### src/rtl/rv32i_writeback_block.sv
// rtl/rv32i_writeback_block.sv - RV32I writeback stage: ALU retire, load wait/extract, register file write port
//
// Ports:
//   clk, rst                  clock (rising edge), asynchronous active-high reset
//   ex_valid_i / ex_ready_o   handshake from execute; ex_ready_o is high only in IDLE
//   ex_reg_write_i, ex_is_load_i, ex_rd_i, ex_funct3_i, ex_result_i
//                             retiring op: write flag, load flag, rd, load size/sign, result or load address
//   mem_rsp_valid_i, mem_rsp_data_i
//                             load response, word-aligned little-endian data
//   rf_write_en_o, rf_wr_reg_num_o, rf_write_data_o
//                             registered register file write port (num/data are 0 when not writing)
//   pend_load_o, pend_rd_o    load outstanding and its rd, for load-use stall in decode
//   err_misalign_o            one-cycle pulse when a misaligned load is dropped
//   instret_o                 64-bit retired-op counter, present only with WB_INSTRET_EN defined
module rv32i_writeback_block #(
    parameter int XLEN = 32
) (
    input  logic            clk,
    input  logic            rst,
    input  logic            ex_valid_i,
    output logic            ex_ready_o,
    input  logic            ex_reg_write_i,
    input  logic            ex_is_load_i,
    input  logic [4:0]      ex_rd_i,
    input  logic [2:0]      ex_funct3_i,
    input  logic [XLEN-1:0] ex_result_i,
    input  logic            mem_rsp_valid_i,
    input  logic [XLEN-1:0] mem_rsp_data_i,
    output logic            rf_write_en_o,
    output logic [4:0]      rf_wr_reg_num_o,
    output logic [XLEN-1:0] rf_write_data_o,
    output logic            pend_load_o,
    output logic [4:0]      pend_rd_o,
    output logic            err_misalign_o
`ifdef WB_INSTRET_EN
    ,
    output logic [63:0]     instret_o
`endif
);

    typedef enum logic {
        IDLE      = 1'b0,
        LOAD_WAIT = 1'b1
    } state_t;

    state_t          state_q, state_d;

    // captured load context
    logic [4:0]      ld_rd_q, ld_rd_d;
    logic            ld_we_q, ld_we_d;
    logic [2:0]      ld_f3_q, ld_f3_d;
    logic [1:0]      ld_off_q, ld_off_d;

    logic            wr_en_q, wr_en_d;
    logic [4:0]      wr_num_q, wr_num_d;
    logic [XLEN-1:0] wr_data_q, wr_data_d;
    logic            err_q, err_d;

    logic [XLEN-1:0] rsp_shift;
    logic [XLEN-1:0] load_data;
    logic            misaligned;

`ifdef WB_INSTRET_EN
    logic            retire_d;
    logic [63:0]     instret_q;
`endif

    assign ex_ready_o = (state_q == IDLE);

    // Byte lane selection: shift the addressed byte down to bit 0.
    assign rsp_shift  = mem_rsp_data_i >> {ld_off_q, 3'b000};
    assign misaligned = ((ld_f3_q[1:0] == 2'b01) && ld_off_q[0]) ||
                        ((ld_f3_q == 3'b010) && (ld_off_q != 2'b00));

    always_comb begin
        load_data = '0;
        case (ld_f3_q)
            3'b000:  load_data = {{24{rsp_shift[7]}}, rsp_shift[7:0]};
            3'b001:  load_data = {{16{rsp_shift[15]}}, rsp_shift[15:0]};
            3'b010:  load_data = mem_rsp_data_i;
            3'b100:  load_data = {24'd0, rsp_shift[7:0]};
            3'b101:  load_data = {16'd0, rsp_shift[15:0]};
            default: load_data = '0;
        endcase
    end

    always_comb begin
        state_d   = state_q;
        ld_rd_d   = ld_rd_q;
        ld_we_d   = ld_we_q;
        ld_f3_d   = ld_f3_q;
        ld_off_d  = ld_off_q;
        wr_en_d   = 1'b0;
        wr_num_d  = 5'd0;
        wr_data_d = '0;
        err_d     = 1'b0;
`ifdef WB_INSTRET_EN
        retire_d  = 1'b0;
`endif
        case (state_q)
            IDLE: begin
                if (ex_valid_i) begin
                    if (ex_is_load_i) begin
                        ld_rd_d  = ex_rd_i;
                        ld_we_d  = ex_reg_write_i;
                        ld_f3_d  = ex_funct3_i;
                        ld_off_d = ex_result_i[1:0];
                        state_d  = LOAD_WAIT;
                    end else begin
`ifdef WB_INSTRET_EN
                        retire_d = 1'b1;
`endif
                        if (ex_reg_write_i && (ex_rd_i != 5'd0)) begin
                            wr_en_d   = 1'b1;
                            wr_num_d  = ex_rd_i;
                            wr_data_d = ex_result_i;
                        end
                    end
                end
            end
            LOAD_WAIT: begin
                if (mem_rsp_valid_i) begin
                    state_d = IDLE;
                    if (misaligned) begin
                        err_d = 1'b1;
                    end else begin
`ifdef WB_INSTRET_EN
                        retire_d = 1'b1;
`endif
                        if (ld_we_q && (ld_rd_q != 5'd0)) begin
                            wr_en_d   = 1'b1;
                            wr_num_d  = ld_rd_q;
                            wr_data_d = load_data;
                        end
                    end
                end
            end
            default: state_d = IDLE;
        endcase
    end

    always_ff @(posedge clk or posedge rst) begin
        if (rst) begin
            state_q   <= IDLE;
            ld_rd_q   <= 5'd0;
            ld_we_q   <= 1'b0;
            ld_f3_q   <= 3'd0;
            ld_off_q  <= 2'd0;
            wr_en_q   <= 1'b0;
            wr_num_q  <= 5'd0;
            wr_data_q <= '0;
            err_q     <= 1'b0;
        end else begin
            state_q   <= state_d;
            ld_rd_q   <= ld_rd_d;
            ld_we_q   <= ld_we_d;
            ld_f3_q   <= ld_f3_d;
            ld_off_q  <= ld_off_d;
            wr_en_q   <= wr_en_d;
            wr_num_q  <= wr_num_d;
            wr_data_q <= wr_data_d;
            err_q     <= err_d;
        end
    end

`ifdef WB_INSTRET_EN
    always_ff @(posedge clk or posedge rst) begin
        if (rst) begin
            instret_q <= 64'd0;
        end else if (retire_d) begin
            instret_q <= instret_q + 64'd1;
        end
    end
    assign instret_o = instret_q;
`endif

    // pend_* are flop outputs that mirror LOAD_WAIT and its captured rd.
    assign pend_load_o     = (state_q == LOAD_WAIT);
    assign pend_rd_o       = (state_q == LOAD_WAIT) ? ld_rd_q : 5'd0;
    assign rf_write_en_o   = wr_en_q;
    assign rf_wr_reg_num_o = wr_num_q;
    assign rf_write_data_o = wr_data_q;
    assign err_misalign_o  = err_q;

endmodule

### config.mk
export PLATFORM = sky130hd
export DESIGN_NAME = rv32i_writeback_block
export DESIGN_NICKNAME = d
export VERILOG_FILES = /design/src/rtl/rv32i_writeback_block.sv
export SDC_FILE = /design/constraint.sdc
export NUM_CORES = 1
export LEC_CHECK = 0
export BUFFER_PORTS_ARGS = -buffer_cell sky130_fd_sc_hd__buf_2
export CAP_MARGIN = 25
export CELL_PAD_IN_SITES_DETAIL_PLACEMENT = 1
export CELL_PAD_IN_SITES_GLOBAL_PLACEMENT = 1
export CORE_MARGIN = 2
export CORE_UTILIZATION = 31
export CTS_CLUSTER_SIZE = 25
export DETAILED_ROUTE_END_ITERATION = 10
export PLACE_DENSITY = 0.78
export SLEW_MARGIN = 20
export SYNTH_ARGS = -nofsm -noshare
export SYNTH_HDL_FRONTEND = slang
export SYNTH_SLANG_ARGS = --single-unit
### constraint.sdc
create_clock -name clk -period 1.85 [get_ports clk]
set_clock_uncertainty 0.2 [all_clocks]
set_input_delay 0.37 -clock clk [delete_from_list [all_inputs] [get_ports clk]]
set_output_delay 0.37 -clock clk [all_outputs]
set_load 0.02 [all_outputs]
# Word level (Yosys, flattened, before mapping)
# Index checks and enable logic that the tools add are counted.
# word_totals
ff_bits,51
input_bits,78
output_inout_bits,46
word_cells,56
# classes
eq_ne,5
shifts,1
muxes,30
n_bitwise,1
n_reduce_logical,10
# ops
cell,n
32-bit 2-to-1 mux,6
32-bit one-hot mux with 5 select lines,1
32-bit one-hot mux with 2 select lines,1
5-bit 2-to-1 mux,7
32-bit by 5-bit >> shifter with 16-bit output,1
1-bit 2-to-1 mux,12
5-bit one-hot mux with 2 select lines,1
5-bit nonzero test,2
3-bit equality test (second input constant),2
1-bit logical AND,4
1-bit one-hot mux with 2 select lines,2
3-bit by 1-bit equality test with 1-bit output (second input constant),1
3-bit by 2-bit equality test with 1-bit output (second input constant),1
3-bit zero test,1
3-bit AND reduction,1
2-bit by 1-bit equality test with 1-bit output (second input constant),1
2-bit nonzero test,1
1-bit logical OR,1
1-bit NOT,1

# Logic depth before layout (Yosys ltp)
# Gate-level depths: netlist (run 1).
# depth
word_depth,6
ltp_mapped,7
ltp_nobuf,4

# Worst setup path after synthesis (run 1)
# No wires, ideal clock.
# synth_path
path_type,reg2reg
startpoint,reg ld_f3_q[0]
endpoint,reg wr_data_q[20] (netlist: rf_write_data_o[20])
setup_time_ps,132
arrival_time_ps,1658
required_time_ps,1518
slack_ps,-140
path_stages_with_launch,8
path_buffers,3
synth_period_minus_slack_ps,1990
cell_sequence,dfrtp_1 > buf_6 > or3b_2 > o22ai_1 > or4b_1 > buf_2 > buf_6 > a22oi_2
# synth_between
elab_chain_len,6
word_cells_on_any_way,14
classes_between,5 x eq/ne; 5 x mux; 4 x reduce/logical
# synth_lines
item,line_no,text
start: declaration,51,"logic [2:0] ld_f3_q, ld_f3_d;"
start signal: assignment,157,ld_f3_q <= ld_f3_d;
"3-bit equality test, or another cell as far along",77,case (ld_f3_q)
"32-bit one-hot mux with 5 select lines, or another cell as far along",77,
32-bit 2-to-1 mux / 1-bit logical OR (equally long branches),"130, 72",
32-bit 2-to-1 mux *,124,if (misaligned) begin
32-bit 2-to-1 mux *,122,if (mem_rsp_valid_i) begin
32-bit one-hot mux with 2 select lines *,100,case (state_q)
net wr_data_d[20],56,"logic [XLEN-1:0] wr_data_q, wr_data_d;"
end signal: assignment,161,wr_data_q <= wr_data_d;
end: declaration,56,
# Mark *: on every way through the listed nets, which the timed path passes. The rest lies on a longest branch.
# A chain may end at the register's enable or synchronous reset.

# Worst setup path after layout (run 1)
# layout_path
startpoint,reg ld_off_q[1]
endpoint,reg wr_data_q[28] (netlist: rf_write_data_o[28])
# layout_between
elab_chain_len,6
word_cells_on_any_way,9
classes_between,1 x shift; 5 x mux; 3 x reduce/logical
# layout_lines
item,line_no,text
start: declaration,52,"logic [1:0] ld_off_q, ld_off_d;"
start signal: assignment,158,ld_off_q <= ld_off_d;
32-bit by 5-bit >> shifter with 16-bit output / 2-bit nonzero test (equally long branches),"71, 73",
32-bit one-hot mux with 5 select lines / 1-bit logical AND (equally long branches),"77, 73",
32-bit 2-to-1 mux / 1-bit logical OR (equally long branches),"130, 72",
32-bit 2-to-1 mux *,124,
32-bit 2-to-1 mux *,122,
32-bit one-hot mux with 2 select lines *,100,
net wr_data_d[28],56,
# Marks and branches as above.

==> metrics.log, run 1 <==
INFO  metric powerDensity = about 840 mW/mm²
INFO  metric worst_slew_margin_rel = 73.41%
INFO  metric worstPathArrival = 1.97 ns
INFO  metric holdPathStages = 3
INFO  metric final_layout_size_suffix_gt1_share = 55.07%
INFO  metric clock_tree.root_cell = clkbuf_8
INFO  metric detailedPlace.worstSlack = -0.1748 ns
INFO  metric ff2ff_path_depth = 5
INFO  metric initial_cell_density_of_the_core = 31.60%
INFO  metric cts_buffers = 5
INFO  metric drv.max_cap_violation_count = 0
INFO  metric grtUsageTotal = between 15 and 20%
INFO  metric clkTransAtPathRegs = 0.10 ns
INFO  metric synthToLayoutAreaGrowth = 42.90%
INFO  metric yosysSeqAreaShare = 47.00%
INFO  metric hp-start = ex_result_i[3]
INFO  metric worst_setup_path_start_kind = register
INFO  metric final_net_count = about 500
INFO  metric clock_tree_from_tritoncts = built
INFO  metric grt_pass1_wl = 15100 µm
INFO  metric final.setup.tns = -1.791 ns
INFO  metric pin_count_of_the_biggest_net_entering_global_routing = 52
INFO  metric layout_setup_ws = -0.1032 ns
INFO  metric reg2reg_slack = -0.10 ns
INFO  metric dp_area = around 0.0037 mm²
INFO  metric post-route-util = 45.15%
INFO  metric period_minus_slack = 1.953 ns
INFO  metric crit_path_max_fanout = 16
INFO  metric post-route-drc-count = 0
INFO  metric ir_drop_worst_case_vdd = approximately 360 µV
INFO  metric grt_overflow_total = 0
INFO  metric cts_buffer_depth = 2
INFO  metric timing_hold_violations_final = 0
INFO  metric synth_top_area_cell = dfrtp_1
INFO  metric first_pass_drt_iterations = 5
INFO  metric finalCritPeriodShare = 105.6%
INFO  metric syn_avg_cell_area = about 10 µm²
INFO  metric outcome = finished, violations left
INFO  metric chipWidth = between 90 and 100 µm
INFO  metric hold_path_class = input port to register
INFO  metric cts.sinks = 51
INFO  metric gp_congestion = 0.8011
INFO  metric final_design_area_no_fill = 0.003880 mm²
INFO  metric reg2reg_to = rf_write_data_o[28]
INFO  metric post-synth-top-count-cell = dfrtp_1
INFO  metric synth_largest_type_area_fraction = between 40% and 50%
INFO  metric path_class = register to register
INFO  metric synth_enable_flop_cells = 0
INFO  metric initial_antenna_violation_count = 1
INFO  metric ys_dominant_reg_cell = dfrtp_1
INFO  metric setup_viol = 28
INFO  metric syn-num-nets = 341
INFO  metric grt_pass1_vias = 2932
INFO  metric diodes = 0
INFO  metric synth.yosys.warnings = 0
INFO  metric finalWirelength = 9479 µm
INFO  metric cell_chain_critical_path = mux4_2 -> o22ai_1 -> or4_4 -> buf_12 -> a22oi_2
INFO  metric critical_path.max_stage_delay = 0.45 ns
INFO  metric finish.cell_count_without_fillers = roughly 520
INFO  metric fp.dieArea = between 0.009 and 0.01 mm²
INFO  metric cp_data_required_time = roughly 1.9 ns
INFO  metric timing_worst_slew_pin_value = 0.3971 ns
INFO  metric timing.critical_path.slowest_stage_cell = dfrtp_2
INFO  metric insertion_delay = 0.30 ns
INFO  metric core_area = 0.008593 mm²
INFO  metric place_hpwl = between 7000 and 8000 µm
INFO  metric numPlacedInstances = about 510
INFO  metric grt_setup_unrepaired = true
INFO  metric row_count = 34
INFO  metric chip_height = 97.59 µm
INFO  metric route.vias.total = 2673
INFO  metric synth_cell_types = 37
INFO  metric detailedRoute.firstIterationViolations = 107
INFO  metric detail_route.wl_per_cell = 18.16 µm
INFO  metric syn_std_cell_area = 0.002715 mm²
INFO  metric timing.fmax = ~0.5 GHz
INFO  metric leakage = approximately 1.9 nW
INFO  metric failed_checks = negative setup slack
INFO  metric min_delay_worst_endpoint = rf_write_data_o[3]
INFO  metric ant_nets = 0
INFO  metric portBuffers = 123
INFO  metric synth_seq_cells = 51
INFO  metric synth_async_sr_flop_share = between 90% and 100%
INFO  metric filler_cell_count = just over 1000
INFO  metric crit_path_end_kind = register
INFO  metric cts_max_level = 2
INFO  metric synth.area.top_cells = dfrtp_1 47%, mux2_2 7.9%, a22oi_2 7.4%
INFO  metric rr_startpoint = ld_off_q[1]
INFO  metric timing.final.max_slew_violations = 0
INFO  metric netlist_top_cells_count = 51 x dfrtp_1, 49 x nand2_1, 25 x a22oi_1
INFO  metric via_per_inst = just over 5
INFO  metric boundaryPins = 124
INFO  metric syn_inst = roughly 260
-- routing by layer --
metal	routed length, µm	GRT usage (%)	up-vias
met3	621	5.036	6
met4	70	3.526	0
li1	-	-	1257
met1	3819	23.47	1330
met5	0	0	-
met2	4968	36.60	80
-- cell type report --
cell class | instances | area [µm²] | area share, %
sequential | 51 | 1279 | 32.96
tap | 108 | 135.1 | 3.483
timing repair buffer | 163 | 984.7 | 25.38
inverter | 5 | 18.77 | 0.4837
clock buffer | 8 | 100.1 | 2.580
multi-input combinational | 187 | 1363 | 35.12
-- critical path: cells and delay by family (launching register included) --
family | cells | cell delay (ns)
compound gates | 2 | 0.22
mux | 1 | 0.38
flops | 1 | 0.45
buf+inv | 1 | 0.18
simple gates | 1 | 0.44
-- worst max path at each step --
| stage | end | startpoint | depth (start not counted) | slack, ns |
|---|---|---|---|---|
| after global routing | rf_write_data_o[18] | ld_off_q[1] | 6 | -0.14 |
| final | rf_write_data_o[28] | ld_off_q[1] | 5 | -0.10 |
| after CTS | rf_write_data_o[18] | ld_off_q[1] | 5 | -0.10 |
| after global placement | rf_write_data_o[22] | ex_rd_i[0] | 6 | -0.12 |
| after floorplan | rf_write_data_o[21] | ld_off_q[1] | 6 | -0.07 |
| after detailed placement | rf_write_data_o[20] | ex_rd_i[0] | 6 | -0.17 |
-- registers in the layout (all words and copies together), names as in the netlist --
register / count
ld_we_q: 1
rf_write_en_o: 1
ld_off_q: 2
rf_wr_reg_num_o: 5
err_misalign_o: 1
pend_load_o: 1
ld_f3_q: 3
rf_write_data_o: 32
ld_rd_q: 5
-- cells in the final DEF, fill, tap and decap left out, types with 3 or more instances in the layout --
cell      Yosys  final
clkbuf_8      0      7
buf_2         4    123
nand3_1       3      3
nand2_1      49     49
mux2_2       19     19
and3_1        9      9
nor2_1       10      9
dfrtp_1      51     49
o21ai_1       5     13
a22o_1        4      4
inv_1         5      4
a22oi_2      16     16
and2_1        4      4
a221oi_1      7      5
buf_4         1     33
o21ai_0      15      3
o21ai_2       0      4
a22oi_1      25     25
buf_12        1      5
-- report_power, final --
| group | total (mW) | switching (mW) | internal, mW |
|---|---|---|---|
| sequential | 1.28 | 0.0643 | 1.21 |
| clock | 0.718 | 0.375 | 0.343 |
| combinational | 1.27 | 0.674 | 0.594 |
| total | 3.26 | 1.11 | 2.15 |
-- through the flow --
stage | hold WS [ns] | power [mW]
after floorplan | 0.2790 | 1.991
after global placement | 0.2360 | 2.436
after detailed placement | 0.2434 | 2.479
after CTS | 0.07394 | 3.251
after global routing | 0.08423 | 3.434
final | 0.07530 | 3.264
-- cells by family after synthesis --
logic type,after synthesis,share of synthesized area [%]
AOI/OAI and AO/OA,76,22.44
buffers and inverters,25,5.484
DFF,51,47.00
muxes,20,8.710
and+or+nand+nor,91,16.36
-- repair_timing --
item | CTS | global route
buffers inserted | 0 | 1
resized for setup | 18 | 15
hold endpoints to repair | 51 | 0
endpoints found under the setup margin | 36 | 36
hold buffers | 1 | 0
pin swaps | 1 | 1
Note: power is estimated with default switching activity, not from simulation.
==> run 2, diff against run 1 <==
--- a/config.mk
+++ b/config.mk
@@ -14,6 +14,7 @@
 export CTS_CLUSTER_SIZE = 25
 export DETAILED_ROUTE_END_ITERATION = 10
 export PLACE_DENSITY = 0.78
+export REMOVE_ABC_BUFFERS = 1
 export SLEW_MARGIN = 20
 export SYNTH_ARGS = -nofsm -noshare
 export SYNTH_HDL_FRONTEND = slang
==> run 2 against run 1 <==
Effect of this change:
- the run still ends with negative setup slack left
- core utilization increased by 1.5 points
- first-iteration DRC count decreased by 18%
- largest cell class unchanged
- global-route usage decreased by 0.097 points
- register-to-register slack got worse by 0.05 ns
- die area unchanged
- clock power decreased by 8.5%
- critical path depth unchanged
- total power increased by 0.24%
- non-clock buffer count increased by 2
- setup slack got worse by 0.047 ns
==> metrics.log, run 2 (synthesized netlist as in run 1, its figures left out) <==
INFO  metric worstPathArrival = 2.02 ns (+0.05 ns)
INFO  metric share_comb_of_total_power = 40.9% (+2.0 points)
INFO  metric layout.cells.most_common = buf_2
INFO  metric clkPwrFrac = 20.1% (-1.9 points)
INFO  metric post-route-drc-count = 0 (unchanged)
INFO  metric grt_setup_unrepaired = true
INFO  metric largest_reg_flops = 32 (unchanged)
INFO  metric chip_height = 97.59 µm (unchanged)
INFO  metric core_area = 0.008593 mm² (unchanged)
INFO  metric detailedRoute.firstIterationViolations = 88 (-18%)
INFO  metric cts_max_level = 2 (unchanged)
INFO  metric leakage = 1.932 nW (+2.7%)
INFO  metric first_pass_drt_iterations = 4 (-1)
INFO  metric final_design_area_no_fill = 0.004005 mm² (+3.2%)
INFO  metric drv.max_cap_violation_count = 0 (unchanged)
INFO  metric clock_tree.root_cell = clkbuf_8
INFO  metric setup_viol = 29 (+3.6%)
INFO  metric hold_path_class = input port to register
INFO  metric failed_checks = negative setup slack
INFO  metric swShare = 35.57% (+1.5 points)
INFO  metric path_class = register to register
INFO  metric worst_setup_path_start_kind = register
INFO  metric synthToLayoutAreaGrowth = 47.51%
INFO  metric seqPwrFrac = 39.0% (about the same)
INFO  metric ir_drop_worst_case_vdd = 321.1 µV (-12%)
INFO  metric chipWidth = 97.59 µm (unchanged)
INFO  metric powerDensity = 817.0 mW/mm² (-2.9%)
INFO  metric boundaryPins = 124 (unchanged)
INFO  metric cp_data_required_time = 1.87 ns (about the same)
INFO  metric timing.fmax = 0.5000 GHz (-2.4%)
INFO  metric cts_buffers = 5 (unchanged)
INFO  metric portBuffers = 123 (unchanged)
INFO  metric ant_nets = 0 (unchanged)
INFO  metric timing_worst_slew_pin_value = 0.3918 ns (-0.005262 ns)
INFO  metric timing.final.max_slew_violations = 0 (unchanged)
INFO  metric grtUsageTotal = 19.76% (-0.097 points)
INFO  metric cts.sinks = 51 (unchanged)
INFO  metric grt_pass1_wl = 15190 µm (+0.54%)
INFO  metric final.setup.tns = -2.795 ns (-1.004 ns)
INFO  metric via_per_inst = 5.183 (+1.2%)
INFO  metric diodes = 0 (unchanged)
INFO  metric cts_buffer_depth = 2 (unchanged)
INFO  metric dp_area = 0.003690 mm² (+0.20%)
INFO  metric fin_hold_ws = 0.06812 ns (-0.007183 ns)
INFO  metric gp_congestion = 0.8210 (+2.5%)
INFO  metric insertion_delay = 0.30 ns (about the same)
INFO  metric crit_path_max_fanout = 16 (unchanged)
INFO  metric grt_overflow_total = 0 (unchanged)
INFO  metric initial_antenna_violation_count = 0 (-1)
INFO  metric final_layout_size_suffix_gt1_share = 57.45% (+2.4 points)
INFO  metric fp.dieArea = 0.009523 mm² (unchanged)
INFO  metric finalWirelength = 9578 µm (+1.0%)
INFO  metric detail_route.wl_per_cell = 18.28 µm (+0.66%)
INFO  metric power.net_switching = 1.164 mW (+4.5%)
INFO  metric finalCritPeriodShare = 108.1% (+2.5 points)
INFO  metric clock_tree_from_tritoncts = built
INFO  metric mostFrequentLayoutCells = 123 x buf_2, 49 x nand2_1, 49 x dfrtp_1
INFO  metric period_minus_slack = 2.000 ns (+0.04702 ns)
INFO  metric timing_hold_violations_final = 0 (unchanged)
INFO  metric worst_slew_margin_rel = 73.76% (+0.35 points)
INFO  metric filler_cell_count = 994 (-2.8%)
INFO  metric final_net_count = 493 (+0.41%)
INFO  metric outcome = finished, violations left
INFO  metric intPower = 2.108 mW (-2.0%)
INFO  metric crit_path_end_kind = register
INFO  metric place_hpwl = 6991 µm (-3.7%)
INFO  metric pin_count_of_the_biggest_net_entering_global_routing = 52 (unchanged)
INFO  metric initial_cell_density_of_the_core = 31.60% (unchanged)
INFO  metric row_count = 34 (unchanged)
INFO  metric layout_setup_ws = -0.1502 ns (-0.04702 ns)
INFO  metric route.vias.total = 2716 (+1.6%)
INFO  metric clkTransAtPathRegs = 0.10 ns (about the same)
INFO  metric grt_pass1_vias = 2971 (+1.3%)
run 2: cell types whose count changed in the layout (fill, tap and decap cells not counted), sizes merged:
cell      previous run  this run
clkinvlp             0         1
clkinv               0         1
run 2: worst max-delay path, cell delays in order (launching register included):
cell	delay [ns]
dfrtp_2	0.47
mux4_2	0.38
o22ai_2	0.09
or4_4	0.44
buf_12	0.18
a22oi_2	0.16
run 2: final timing paths:
path                            cells past startpoint             endpoint  slack (ns)      startpoint
worst max-delay path                                5  rf_write_data_o[17]       -0.15     ld_off_q[1]
worst min-delay path                                3   rf_write_data_o[5]        0.07  ex_result_i[5]
worst max register to register                      5  rf_write_data_o[17]       -0.15     ld_off_q[1]
worst min register to register                      1              ld_we_q        0.34         ld_we_q
max in group asynchronous                           4          ld_off_q[0]        0.73             rst
min in group asynchronous                           4   rf_wr_reg_num_o[2]        0.46             rst
run 2: power groups by stage:
stage                     combinational [mW]  sequential [mW]  clock (mW)
after floorplan                        0.513             1.38           0
after global placement                  1.15             1.28           0
after detailed placement                1.20             1.29           0
after CTS                               1.24             1.27       0.667
after global routing                    1.45             1.29       0.715
final                                   1.34             1.28       0.657
run 2: cell type report:
class	instances	area (µm²)	share of cell area, %
Inverter	5	18.77	0.4686
Clock buffer	6	72.57	1.812
Clock inverter	2	12.51	0.3124
Multi-Input combinational cell	187	1428	35.65
Tap cell	108	135.1	3.374
Sequential cell	51	1279	31.93
Timing Repair Buffer	165	1060	26.46
run 2: layer usage:
layer / up-vias / GRT usage, % / wire [µm]
met5: - / 0 / 0
met4: 0 / 4.915 / 154
met1: 1358 / 24.00 / 3966
li1: 1260 / - / -
met2: 85 / 35.76 / 4954
met3: 13 / 3.957 / 503
run 2: repair_timing:
item / 4_1_cts / 5_1_grt
buffers inserted: 0 / 2
endpoints found under the hold margin: 51 / 0
pin swaps: 0 / 13
resized for setup: 23 / 24
hold buffers: 1 / 0
endpoints found under the setup margin: 35 / 37
cloned: 0 / 2
run 2: per-stage QoR:
step	setup slack (ns)	util [%]	total power, mW	instances
finish	-0.1502	46.61	3.272	524
global route	-0.1806	46.61	3.448	524
CTS	-0.1218	44.71	3.181	520
detailed placement	-0.1809	42.94	2.489	511
global placement	-0.1398	42.94	2.436	511
floorplan	-0.5483	-	1.892	243
